## src/rtl/mem_wb_stage_if.sv

```systemverilog
// Data-memory request/ack bus between the memory stage and the data memory.
//   master (memory stage): drives dmem_req, dmem_we, dmem_addr, dmem_wdata, dmem_be;
//                          receives dmem_ack, dmem_rdata.
//   slave  (data memory) : the mirror image.
// A request is held until the cycle in which dmem_ack is seen; dmem_rdata is
// valid in that cycle when dmem_we is 0.
interface mem_wb_stage_if;
    logic        dmem_req;
    logic        dmem_we;
    logic [31:0] dmem_addr;
    logic [31:0] dmem_wdata;
    logic [3:0]  dmem_be;
    logic        dmem_ack;
    logic [31:0] dmem_rdata;

    modport master (
        output dmem_req, dmem_we, dmem_addr, dmem_wdata, dmem_be,
        input  dmem_ack, dmem_rdata
    );

    modport slave (
        input  dmem_req, dmem_we, dmem_addr, dmem_wdata, dmem_be,
        output dmem_ack, dmem_rdata
    );
endinterface

```

## src/rtl/mem_wb_stage.sv

```systemverilog
// Memory stage plus MEM/WB pipeline register.
// Performs the load/store of the instruction in the EX/MEM slot over the dmem bus, stalls the
// front of the pipe while the access is outstanding, aligns and extends load data, and
// registers everything the writeback stage consumes.
// Ports:
//   clk, rst                    clock, asynchronous active-high reset
//   *M_i                        EX/MEM slot contents (valid, control, address, store data, rd, PC+4)
//   dmem                        data-memory request/ack bus (master side)
//   StallM_o                    freeze IF/ID/EX/MEM registers this cycle
//   *W_o                        registered writeback-stage inputs
//   MisalignW_o, BusErrW_o      registered one-cycle flags for a dropped or timed-out access
module mem_wb_stage #(
    parameter int unsigned TIMEOUT = 16  // max request cycles before a bus error; 0 = never
) (
    input  logic                  clk,
    input  logic                  rst,
    input  logic                  ValidM_i,
    input  logic                  RegWriteM_i,
    input  logic [1:0]            ResultSrcM_i,
    input  logic                  MemReadM_i,
    input  logic                  MemWriteM_i,
    input  logic [2:0]            funct3M_i,
    input  logic [31:0]           ALUResultM_i,
    input  logic [31:0]           WriteDataM_i,
    input  logic [4:0]            RdM_i,
    input  logic [31:0]           PCPlus4M_i,
    mem_wb_stage_if.master        dmem,
    output logic                  StallM_o,
    output logic                  RegWriteW_o,
    output logic [1:0]            ResultSrcW_o,
    output logic [31:0]           ALUResultW_o,
    output logic [31:0]           RdataW_o,
    output logic [4:0]            RdW_o,
    output logic [31:0]           PCPlus4W_o,
    output logic                  MisalignW_o,
    output logic                  BusErrW_o
);
    localparam int unsigned   CntW      = (TIMEOUT > 2) ? $clog2(TIMEOUT) : 1;
    localparam logic [CntW-1:0] LastCnt = CntW'(TIMEOUT - 1);
    localparam logic          TimeoutEn = (TIMEOUT != 0);

    typedef enum logic {StIdle, StWait} state_e;

    state_e          state_q, state_d;
    logic [CntW-1:0] cnt_q, cnt_d;

    logic        reg_write_q, reg_write_d;
    logic [1:0]  result_src_q, result_src_d;
    logic [31:0] alu_result_q, alu_result_d;
    logic [31:0] rdata_q, rdata_d;
    logic [4:0]  rd_q, rd_d;
    logic [31:0] pc_plus4_q, pc_plus4_d;
    logic        misalign_q, misalign_d;
    logic        bus_err_q, bus_err_d;

    logic        mem_op, misalign, go;
    logic        req, stall, capture, timeout;
    logic [1:0]  a_lo;
    logic [31:0] lane, load_ext;

    assign a_lo     = ALUResultM_i[1:0];
    assign mem_op   = ValidM_i & (MemReadM_i | MemWriteM_i);
    // funct3[1:0] is 01 for H/HU and 10 for W.
    assign misalign = mem_op & (((funct3M_i[1:0] == 2'b01) & a_lo[0]) |
                                ((funct3M_i[1:0] == 2'b10) & (a_lo != 2'b00)));
    assign go       = mem_op & ~misalign;
    // cnt_q already counts the IDLE request cycle, so the request lasts TIMEOUT cycles in total.
    assign timeout  = TimeoutEn & (state_q == StWait) & ~dmem.dmem_ack & (cnt_q >= LastCnt);

    // Request side of the bus; inputs are frozen by StallM while waiting.
    always_comb begin
        dmem.dmem_addr  = {ALUResultM_i[31:2], 2'b00};
        dmem.dmem_we    = MemWriteM_i;
        dmem.dmem_be    = 4'b1111;
        dmem.dmem_wdata = WriteDataM_i;
        unique case (funct3M_i[1:0])
            2'b00: begin
                dmem.dmem_be    = 4'b0001 << a_lo;
                dmem.dmem_wdata = {4{WriteDataM_i[7:0]}};
            end
            2'b01: begin
                dmem.dmem_be    = 4'b0011 << a_lo;
                dmem.dmem_wdata = {2{WriteDataM_i[15:0]}};
            end
            default: ;
        endcase
    end

    // Load alignment and extension.
    always_comb begin
        lane = dmem.dmem_rdata >> {a_lo, 3'b000};
        unique case (funct3M_i)
            3'b000:  load_ext = {{24{lane[7]}}, lane[7:0]};
            3'b001:  load_ext = {{16{lane[15]}}, lane[15:0]};
            3'b100:  load_ext = {24'h0, lane[7:0]};
            3'b101:  load_ext = {16'h0, lane[15:0]};
            default: load_ext = lane;
        endcase
    end

    // Access FSM: next state, request, stall and capture decisions.
    always_comb begin
        state_d = state_q;
        cnt_d   = cnt_q;
        req     = 1'b0;
        stall   = 1'b0;
        capture = 1'b0;
        unique case (state_q)
            StIdle: begin
                if (go) begin
                    req = 1'b1;
                    if (dmem.dmem_ack) begin
                        capture = 1'b1;
                    end else begin
                        stall   = 1'b1;
                        state_d = StWait;
                        cnt_d   = CntW'(1);
                    end
                end else begin
                    capture = 1'b1;
                end
            end
            StWait: begin
                req = 1'b1;
                if (dmem.dmem_ack) begin
                    capture = 1'b1;
                    state_d = StIdle;
                    cnt_d   = '0;
                end else if (timeout) begin
                    // Release the pipe so the failed instruction retires as a bus error.
                    state_d = StIdle;
                    cnt_d   = '0;
                end else begin
                    stall = 1'b1;
                    cnt_d = cnt_q + CntW'(1);
                end
            end
            default: state_d = StIdle;
        endcase
    end

    // Reset must drop the request and stall at once, even though the slot still holds a mem op.
    assign dmem.dmem_req = req & ~rst;
    assign StallM_o      = stall & ~rst;

    // MEM/WB register next state; anything not captured is a bubble.
    always_comb begin
        reg_write_d  = 1'b0;
        result_src_d = '0;
        alu_result_d = '0;
        rdata_d      = '0;
        rd_d         = '0;
        pc_plus4_d   = '0;
        misalign_d   = 1'b0;
        bus_err_d    = timeout;
        if (capture && ValidM_i) begin
            reg_write_d  = RegWriteM_i & ~MemWriteM_i & ~misalign;
            result_src_d = ResultSrcM_i;
            alu_result_d = ALUResultM_i;
            rdata_d      = MemReadM_i ? load_ext : 32'h0;
            rd_d         = RdM_i;
            pc_plus4_d   = PCPlus4M_i;
            misalign_d   = misalign;
        end
    end

    always_ff @(posedge clk or posedge rst) begin
        if (rst) begin
            state_q      <= StIdle;
            cnt_q        <= '0;
            reg_write_q  <= 1'b0;
            result_src_q <= '0;
            alu_result_q <= '0;
            rdata_q      <= '0;
            rd_q         <= '0;
            pc_plus4_q   <= '0;
            misalign_q   <= 1'b0;
            bus_err_q    <= 1'b0;
        end else begin
            state_q      <= state_d;
            cnt_q        <= cnt_d;
            reg_write_q  <= reg_write_d;
            result_src_q <= result_src_d;
            alu_result_q <= alu_result_d;
            rdata_q      <= rdata_d;
            rd_q         <= rd_d;
            pc_plus4_q   <= pc_plus4_d;
            misalign_q   <= misalign_d;
            bus_err_q    <= bus_err_d;
        end
    end

    assign RegWriteW_o  = reg_write_q;
    assign ResultSrcW_o = result_src_q;
    assign ALUResultW_o = alu_result_q;
    assign RdataW_o     = rdata_q;
    assign RdW_o        = rd_q;
    assign PCPlus4W_o   = pc_plus4_q;
    assign MisalignW_o  = misalign_q;
    assign BusErrW_o    = bus_err_q;
endmodule
```

## src/flat_wrapper.sv

```systemverilog
// flat-port wrapper written by rule: the top's interface ports become plain ports
module mem_wb_stage_flat 
#(
    parameter int unsigned TIMEOUT = 16                                                     
)
  (clk, rst, ValidM_i, RegWriteM_i, ResultSrcM_i, MemReadM_i, MemWriteM_i, funct3M_i, ALUResultM_i, WriteDataM_i, RdM_i, PCPlus4M_i, StallM_o, RegWriteW_o, ResultSrcW_o, ALUResultW_o, RdataW_o, RdW_o, PCPlus4W_o, MisalignW_o, BusErrW_o, dmem_dmem_req, dmem_dmem_we, dmem_dmem_addr, dmem_dmem_wdata, dmem_dmem_be, dmem_dmem_ack, dmem_dmem_rdata);
  mem_wb_stage_if dmem_i ();
  input  logic clk;
  input  logic rst;
  input  logic ValidM_i;
  input  logic RegWriteM_i;
  input  logic [1:0] ResultSrcM_i;
  input  logic MemReadM_i;
  input  logic MemWriteM_i;
  input  logic [2:0] funct3M_i;
  input  logic [31:0] ALUResultM_i;
  input  logic [31:0] WriteDataM_i;
  input  logic [4:0] RdM_i;
  input  logic [31:0] PCPlus4M_i;
  output logic StallM_o;
  output logic RegWriteW_o;
  output logic [1:0] ResultSrcW_o;
  output logic [31:0] ALUResultW_o;
  output logic [31:0] RdataW_o;
  output logic [4:0] RdW_o;
  output logic [31:0] PCPlus4W_o;
  output logic MisalignW_o;
  output logic BusErrW_o;
  output wire logic [$bits(dmem_i.dmem_req)-1:0] dmem_dmem_req;
  output wire logic [$bits(dmem_i.dmem_we)-1:0] dmem_dmem_we;
  output wire logic [$bits(dmem_i.dmem_addr)-1:0] dmem_dmem_addr;
  output wire logic [$bits(dmem_i.dmem_wdata)-1:0] dmem_dmem_wdata;
  output wire logic [$bits(dmem_i.dmem_be)-1:0] dmem_dmem_be;
  input wire logic [$bits(dmem_i.dmem_ack)-1:0] dmem_dmem_ack;
  input wire logic [$bits(dmem_i.dmem_rdata)-1:0] dmem_dmem_rdata;
  assign dmem_dmem_req = dmem_i.dmem_req;
  assign dmem_dmem_we = dmem_i.dmem_we;
  assign dmem_dmem_addr = dmem_i.dmem_addr;
  assign dmem_dmem_wdata = dmem_i.dmem_wdata;
  assign dmem_dmem_be = dmem_i.dmem_be;
  assign dmem_i.dmem_ack = dmem_dmem_ack;
  assign dmem_i.dmem_rdata = dmem_dmem_rdata;
  mem_wb_stage #(.TIMEOUT(TIMEOUT)) u_core (.clk(clk), .rst(rst), .ValidM_i(ValidM_i), .RegWriteM_i(RegWriteM_i), .ResultSrcM_i(ResultSrcM_i), .MemReadM_i(MemReadM_i), .MemWriteM_i(MemWriteM_i), .funct3M_i(funct3M_i), .ALUResultM_i(ALUResultM_i), .WriteDataM_i(WriteDataM_i), .RdM_i(RdM_i), .PCPlus4M_i(PCPlus4M_i), .dmem(dmem_i), .StallM_o(StallM_o), .RegWriteW_o(RegWriteW_o), .ResultSrcW_o(ResultSrcW_o), .ALUResultW_o(ALUResultW_o), .RdataW_o(RdataW_o), .RdW_o(RdW_o), .PCPlus4W_o(PCPlus4W_o), .MisalignW_o(MisalignW_o), .BusErrW_o(BusErrW_o));
endmodule
```

## config.mk

```make
export PLATFORM = sky130hd
export DESIGN_NAME = mem_wb_stage_flat
export DESIGN_NICKNAME = d
export VERILOG_FILES = /design/src/rtl/mem_wb_stage_if.sv /design/src/rtl/mem_wb_stage.sv /design/src/flat_wrapper.sv
export SDC_FILE = /design/constraint.sdc
export NUM_CORES = 1
export LEC_CHECK = 0
export BUFFER_PORTS_ARGS = -buffer_cell sky130_fd_sc_hd__buf_2
export CORE_AREA = 2 2 125 127
export CTS_CLUSTER_SIZE = 8
export DETAILED_ROUTE_END_ITERATION = 16
export DIE_AREA = 0 0 127 129
export PLACE_DENSITY = 0.78
export REMOVE_ABC_BUFFERS = 1
export SLEW_MARGIN = 10
export SYNTH_ARGS = -nofsm -noshare
export SYNTH_HDL_FRONTEND = slang
export SYNTH_SLANG_ARGS = --single-unit
```

## constraint.sdc

```tcl
create_clock -name clk -period 3.07 [get_ports clk]
set_input_delay 0.1535 -clock clk [delete_from_list [all_inputs] [get_ports clk]]
set_output_delay 0.1535 -clock clk [all_outputs]
set_load 0.01 [all_outputs]
```

# Word level (Yosys, flattened, before mapping)
# Cells that the tools add are included.
totals:
  register_bits: 111
  elab_cells: 71
  in_bits: 145
  out_inout_bits: 177
classes:
  add_sub_neg: 1
  mux: 26
  n_lt_le_gt_ge: 1
  reduce_logical: 5
  shift: 3
  n_bitwise: 18
  eq_ne: 7
ops:
  columns: ["operator", "n"]
  rows:
  - ["$mux 32", 4]
  - ["$pmux 32 s4", 1]
  - ["$pmux 32 s2", 1]
  - ["$shr 32x5->32", 1]
  - ["$mux 4", 4]
  - ["$pmux 4 s2", 2]
  - ["$and 1x1->1", 11]
  - ["$mux 1", 9]
  - ["$eq 3x3->1 const B", 2]
  - ["$pmux 1 s2", 3]
  - ["$mux 5", 1]
  - ["$not 1->1", 5]
  - ["$add 4x1->4 const B", 1]
  - ["$ge 4x4->1 const B", 1]
  - ["$shl 1x2->4 const A", 1]
  - ["$shl 2x2->4 const A", 1]
  - ["$eq 3x1->1 const B", 1]
  - ["$logic_not 3->1", 1]
  - ["$eq 2x1->1 const B", 1]
  - ["$eq 2x2->1 const B", 1]
  - ["$logic_not 2->1", 1]
  - ["$mux 2", 1]
  - ["$ne 2x1->1 const B", 1]
  - ["$ne 2x2->1 const B", 1]
  - ["other kinds (4)", 5]

# Longest topological paths before layout
depth:
  word_depth: 10
  ltp_mapped: 7
  mapped_depth_nobuf: 5

# Worst setup path after synthesis
# Ideal clock, no wire load.
synth_path:
  path_type: "in2out"
  from: "in ALUResultM_i[0]"
  to: "out StallM_o"
  setup_slack_ps: 1607
  stages: 5
  t_required_ps: 2917
  t_arrival_ps: 1309
  path_buffers: 1
  cell_sequence: "buf_2 > o21ba_2 > a21o_1 > o21ba_2 > nor4_1"
synth_between:
  elab_chain_len: 9
  elab_cells_between_ends: 10
  classes_between: "2 x mux; 7 x bitwise; 1 x reduce/logical"
synth_lines:
  columns: ["item", "line", "rtl"]
  rows:
  - ["start: declaration", "flat_wrapper.sv:16", "input logic [31:0] ALUResultM_i;"]
  - ["$reduce_bool 2->1", "mem_wb_stage.sv:65", "((funct3M_i[1:0] == 2'b10) & (a_lo != 2'b00)));"]
  - ["$and 1x1->1", "mem_wb_stage.sv:65", null]
  - ["$or 1x1->1 (*)", "mem_wb_stage.sv:64", "assign misalign = mem_op & (((funct3M_i[1:0] == 2'b01) & a_lo[0]) |"]
  - ["$and 1x1->1 (*)", "mem_wb_stage.sv:64", null]
  - ["$not 1->1 (*)", "mem_wb_stage.sv:66", "assign go = mem_op & ~misalign;"]
  - ["$and 1x1->1 (*)", "mem_wb_stage.sv:66", null]
  - ["$mux 1 (*)", "mem_wb_stage.sv:110", "if (go) begin"]
  - ["$pmux 1 s2 (*)", "mem_wb_stage.sv:108", "unique case (state_q)"]
  - ["$and 1x1->1 (*)", "mem_wb_stage.sv:144", "assign StallM_o = stall & ~rst;"]
  - ["end: declaration", "flat_wrapper.sv:20", "output logic StallM_o;"]
# Mark *: on every way between the ends. The rest lies on a longest branch, timed or not.

# Worst setup path after layout
layout_path:
  from: "in funct3M_i[0]"
  to: "out StallM_o"
layout_between:
  elab_chain_len: 9
  elab_cells_between_ends: 11
  classes_between: "2 x eq/ne; 2 x mux; 7 x bitwise"
layout_lines:
  columns: ["item", "line", "rtl"]
  rows:
  - ["start: declaration", "flat_wrapper.sv:15", "input logic [2:0] funct3M_i;"]
  - ["$eq 2x1->1 or $eq 2x2->1 (tied branches)", "mem_wb_stage.sv:64, mem_wb_stage.sv:65", null]
  - ["$and 1x1->1 (on tied branches)", "mem_wb_stage.sv:64, mem_wb_stage.sv:65", null]
  - ["$or 1x1->1 (*)", "mem_wb_stage.sv:64", null]
  - ["$and 1x1->1 (*)", "mem_wb_stage.sv:64", null]
  - ["$not 1->1 (*)", "mem_wb_stage.sv:66", null]
  - ["$and 1x1->1 (*)", "mem_wb_stage.sv:66", null]
  - ["$mux 1 (*)", "mem_wb_stage.sv:110", null]
  - ["$pmux 1 s2 (*)", "mem_wb_stage.sv:108", null]
  - ["$and 1x1->1 (*)", "mem_wb_stage.sv:144", null]
# Marked as above.

==> load_flow_metrics.sql <==
INSERT INTO impl_metrics (metric_group, metric, value, unit) VALUES
('logic_synthesis', 'synth_area_leaders', 'sky130_fd_sc_hd__dfrtp_1 (54%), sky130_fd_sc_hd__and3_1 (8.8%), sky130_fd_sc_hd__buf_4 (6.1%)', ''),
('timing', 'finalSetupTns', '0', 'ns'),
('timing', 'rsz0062_at_grt', 'no', ''),
('clock_tree', 'clock_tree.htree_level_count', '3', ''),
('timing', 'achievable-frequency', '575', 'MHz'),
('clock_tree', 'cts_inserted_buffers', '9', ''),
('clock_tree', 'cts-resized-gates', '0', ''),
('grt', 'grt_pass1_wl', '23.1', 'mm'),
('clock_tree', 'clock_path_buffers', '2', ''),
('placed_design', 'dpl.hpwl', '11.5', 'mm'),
('outcome', 'outcome', 'finished clean', ''),
('logic_synthesis', 'synth_top_family_by_area', 'simple AND/OR/NAND/NOR gates', ''),
('clock_tree', 'clock-sinks', '111', ''),
('route', 'drt_iter0_drc', '190', ''),
('logic_synthesis', 'ys_seq_elements', '111', ''),
('power_and_ir_drop', 'clkPwrFrac', '0.342', ''),
('logic_synthesis', 'synth-warning-count', '0', ''),
('timing', 'relSlewSlack', '0.434', ''),
('power_and_ir_drop', 'power.ir.vdd_worst', '260', 'µV'),
('logic_synthesis', 'postSynth.topFlopCell', 'sky130_fd_sc_hd__dfrtp_1', ''),
('job', 'maxCapViolations', '0', ''),
('grt', 'globalRouteTotalUtil', '0.181', ''),
('die', 'die_width', '127', 'µm'),
('finish', 'post_route_cells_drive_above_1_share', '0.489', ''),
('die', 'die_y', '129', 'µm'),
('timing', 'post_route_clock_period_utilization', '0.566', ''),
('finish', 'layout.cells.most_common', 'sky130_fd_sc_hd__buf_2', ''),
('setup_path', 'r2r-end', 'u_core.PCPlus4W_o[29]$_DFF_PP0_', ''),
('setup_path', 'worst_setup_path_end_kind', 'output port', ''),
('logic_synthesis', 'compound_gate_portion_of_the_synthesized_area', '0.103', ''),
('timing', 'layout_min_cycle_time', '1.74', 'ns'),
('logic_synthesis', 'sequential_element_share_of_the_synthesized_area', '0.540', ''),
('clock_tree', 'worst_setup_hold_path_clk_slew', '0.08', 'ns'),
('placed_design', 'globalplace.congestion', '0.821', ''),
('die', 'die_area', '0.0164', 'mm²'),
('die', 'row_count', '45', ''),
('finish', 'finalNetCount', '886', ''),
('route', 'detail_route.wirelength', '15.5', 'mm'),
('timing', 'worstMarginPinSlew', '0.846', 'ns'),
('power_and_ir_drop', 'design_power_total', '3.34', 'mW'),
('power_and_ir_drop', 'combinational_power_share', '0.190', ''),
('logic_synthesis', 'post-synth-top-area-fraction', '0.540', ''),
('logic_synthesis', 'synth_top_cell_by_area', 'sky130_fd_sc_hd__dfrtp_1', ''),
('setup_path', 'r2r-start', 'u_core.state_q$_DFF_PP0_', ''),
('finish', 'layout-area-overhead-vs-synth', '33.8', '%'),
('grt', 'pin_count_of_the_biggest_net_entering_global_routing', '75', ''),
('logic_synthesis', 'post_synth_num_cell_types', '45', ''),
('power_and_ir_drop', 'cell_internal_pwr', '2.39', 'mW'),
('logic_synthesis', 'synth_edf_count', '0', ''),
('worst_hold_path', 'holdCritPathClass', 'input pin to register', ''),
('logic_synthesis', 'synthArstFlopShare', '1.00', ''),
('logic_synthesis', 'synth-simple-area-share', '0.184', ''),
('logic_synthesis', 'synthXorXnorAreaFrac', '0.00170', ''),
('die', 'pin_count', '322', ''),
('timing', 'hold_viol_final', '0', ''),
('power_and_ir_drop', 'total_switching_power', '956', 'µW'),
('power_and_ir_drop', 'pwr_density_cell', '486', 'mW/mm²'),
('setup_path', 'timing.critical_path.to', 'StallM_o', ''),
('finish', 'n_antenna_cell', '0', ''),
('grt', 'grt.overflow.total', '0', ''),
('setup_path', 'ff2ff_path_depth', '3', ''),
('finish', 'most_frequent_cells_in_the_layout', 'sky130_fd_sc_hd__buf_2 (319), sky130_fd_sc_hd__dfrtp_1 (111), sky130_fd_sc_hd__and3_1 (72), sky130_fd_sc_hd__nand2_1 (42), sky130_fd_sc_hd__mux2i_1 (24)', ''),
('power_and_ir_drop', 'switching_share', '0.286', ''),
('setup_path', 'worst-endpoint-required', '2.92', 'ns'),
('route', 'detailroute.via_count', '4506', ''),
('route', 'antenna_left', '0', ''),
('logic_synthesis', 'postSynthCellCount', '480', ''),
('grt', 'number_of_antenna_violations_at_the_first_check_in_global_routing', '0', ''),
('route', 'drt_drc_violations_left', '0', ''),
('clock_tree', 'tritoncts', 'done', ''),
('power_and_ir_drop', 'power.static_leakage', '4.01', 'nW');
-- cells in the mapped netlist, types with 2 or more instances --
cell type,number
sky130_fd_sc_hd__dfrtp_1,111
sky130_fd_sc_hd__and3_1,72
sky130_fd_sc_hd__buf_4,42
sky130_fd_sc_hd__nand2_1,42
sky130_fd_sc_hd__mux2i_1,24
sky130_fd_sc_hd__a211oi_1,23
sky130_fd_sc_hd__clkbuf_1,23
sky130_fd_sc_hd__o21ai_0,19
sky130_fd_sc_hd__nor2_1,17
sky130_fd_sc_hd__a21oi_1,11
sky130_fd_sc_hd__buf_2,11
sky130_fd_sc_hd__nor2b_1,10
sky130_fd_sc_hd__mux2_2,9
sky130_fd_sc_hd__nor3_1,9
sky130_fd_sc_hd__o21a_1,8
sky130_fd_sc_hd__and2_1,7
sky130_fd_sc_hd__a22o_1,3
sky130_fd_sc_hd__buf_1,3
sky130_fd_sc_hd__or2_2,3
sky130_fd_sc_hd__buf_6,2
sky130_fd_sc_hd__inv_1,2
sky130_fd_sc_hd__nand2b_1,2
sky130_fd_sc_hd__nand3_1,2
sky130_fd_sc_hd__nand3b_1,2
sky130_fd_sc_hd__nor4_1,2
sky130_fd_sc_hd__o21ba_2,2
-- worst min-delay path by stage --
stage,from,to,depth (start not counted)
global placement,rst,u_core.BusErrW_o$_DFF_PP0_,2
floorplan,dmem_dmem_ack,u_core.BusErrW_o$_DFF_PP0_,1
detailed placement,rst,u_core.state_q$_DFF_PP0_,2
CTS,RdM_i[1],u_core.RdW_o[1]$_DFF_PP0_,2
finish,PCPlus4M_i[5],u_core.PCPlus4W_o[5]$_DFF_PP0_,2
global route,PCPlus4M_i[19],u_core.PCPlus4W_o[19]$_DFF_PP0_,2
-- through the flow --
stage          utilization  area (µm²)  instances
2_1_floorplan            -        4650        400
3_3_place_gp         0.439        6580        916
3_5_place_dp         0.439        6580        916
4_1_cts              0.459        6880        933
5_1_grt              0.459        6880        933
6_report             0.459        6880        933
-- sequential cells by signal (all words and copies together) (netlist names) --
name	count
u_core.ALUResultW_o	32
u_core.BusErrW_o	1
u_core.MisalignW_o	1
u_core.PCPlus4W_o	32
u_core.RdW_o	5
u_core.RdataW_o	32
u_core.RegWriteW_o	1
u_core.ResultSrcW_o	2
u_core.cnt_q	4
u_core.state_q	1
-- layer usage --
metal  routed length [µm]  GRT usage  vias up
li1                     -          -     2149
met1                 6110      0.216     2130
met2                 8030      0.326      213
met3                 1140     0.0474       14
met4                  165     0.0478        0
met5                    0          0        -
-- logic make-up after synthesis --
logic type | Yosys count
AO/OA/AOI/OAI | 75
XOR/XNOR | 1
adder cells (fa/ha/maj) | 1
buffers and inverters | 83
flip-flops | 111
multiplexers | 34
other | 1
AND/OR/NAND/NOR | 174
-- final cells by class --
cell class / instances / area share
inverter: 2 / 0.00146
clock buffer: 10 / 0.0333
timing repair buffer: 329 / 0.245
sequential: 111 / 0.404
tap: 188 / 0.0342
multi-input combinational: 287 / 0.273
clock inverter: 6 / 0.00910
-- repair_timing --
action,CTS,global route
hold buffers,1,0
hold endpoints to repair,47,0
buffers inserted,0,0
-- power groups by stage --
stage                     logic, mW  registers (mW)  clock network, mW
after floorplan               0.228            1.64                  0
after global placement        0.632            1.60                  0
after detailed placement      0.639            1.60                  0
after CTS                     0.643            1.57               1.18
after global routing          0.699            1.58               1.25
final                         0.634            1.57               1.14
-- worst max-delay path, cell delays in order --
cell                      delay, ns
sky130_fd_sc_hd__buf_2         0.39
sky130_fd_sc_hd__o21ba_2       0.24
sky130_fd_sc_hd__a21o_1        0.23
sky130_fd_sc_hd__o21ba_2       0.24
sky130_fd_sc_hd__nor4_1        0.15
sky130_fd_sc_hd__buf_2         0.17
(Power assumes the default switching activity.)
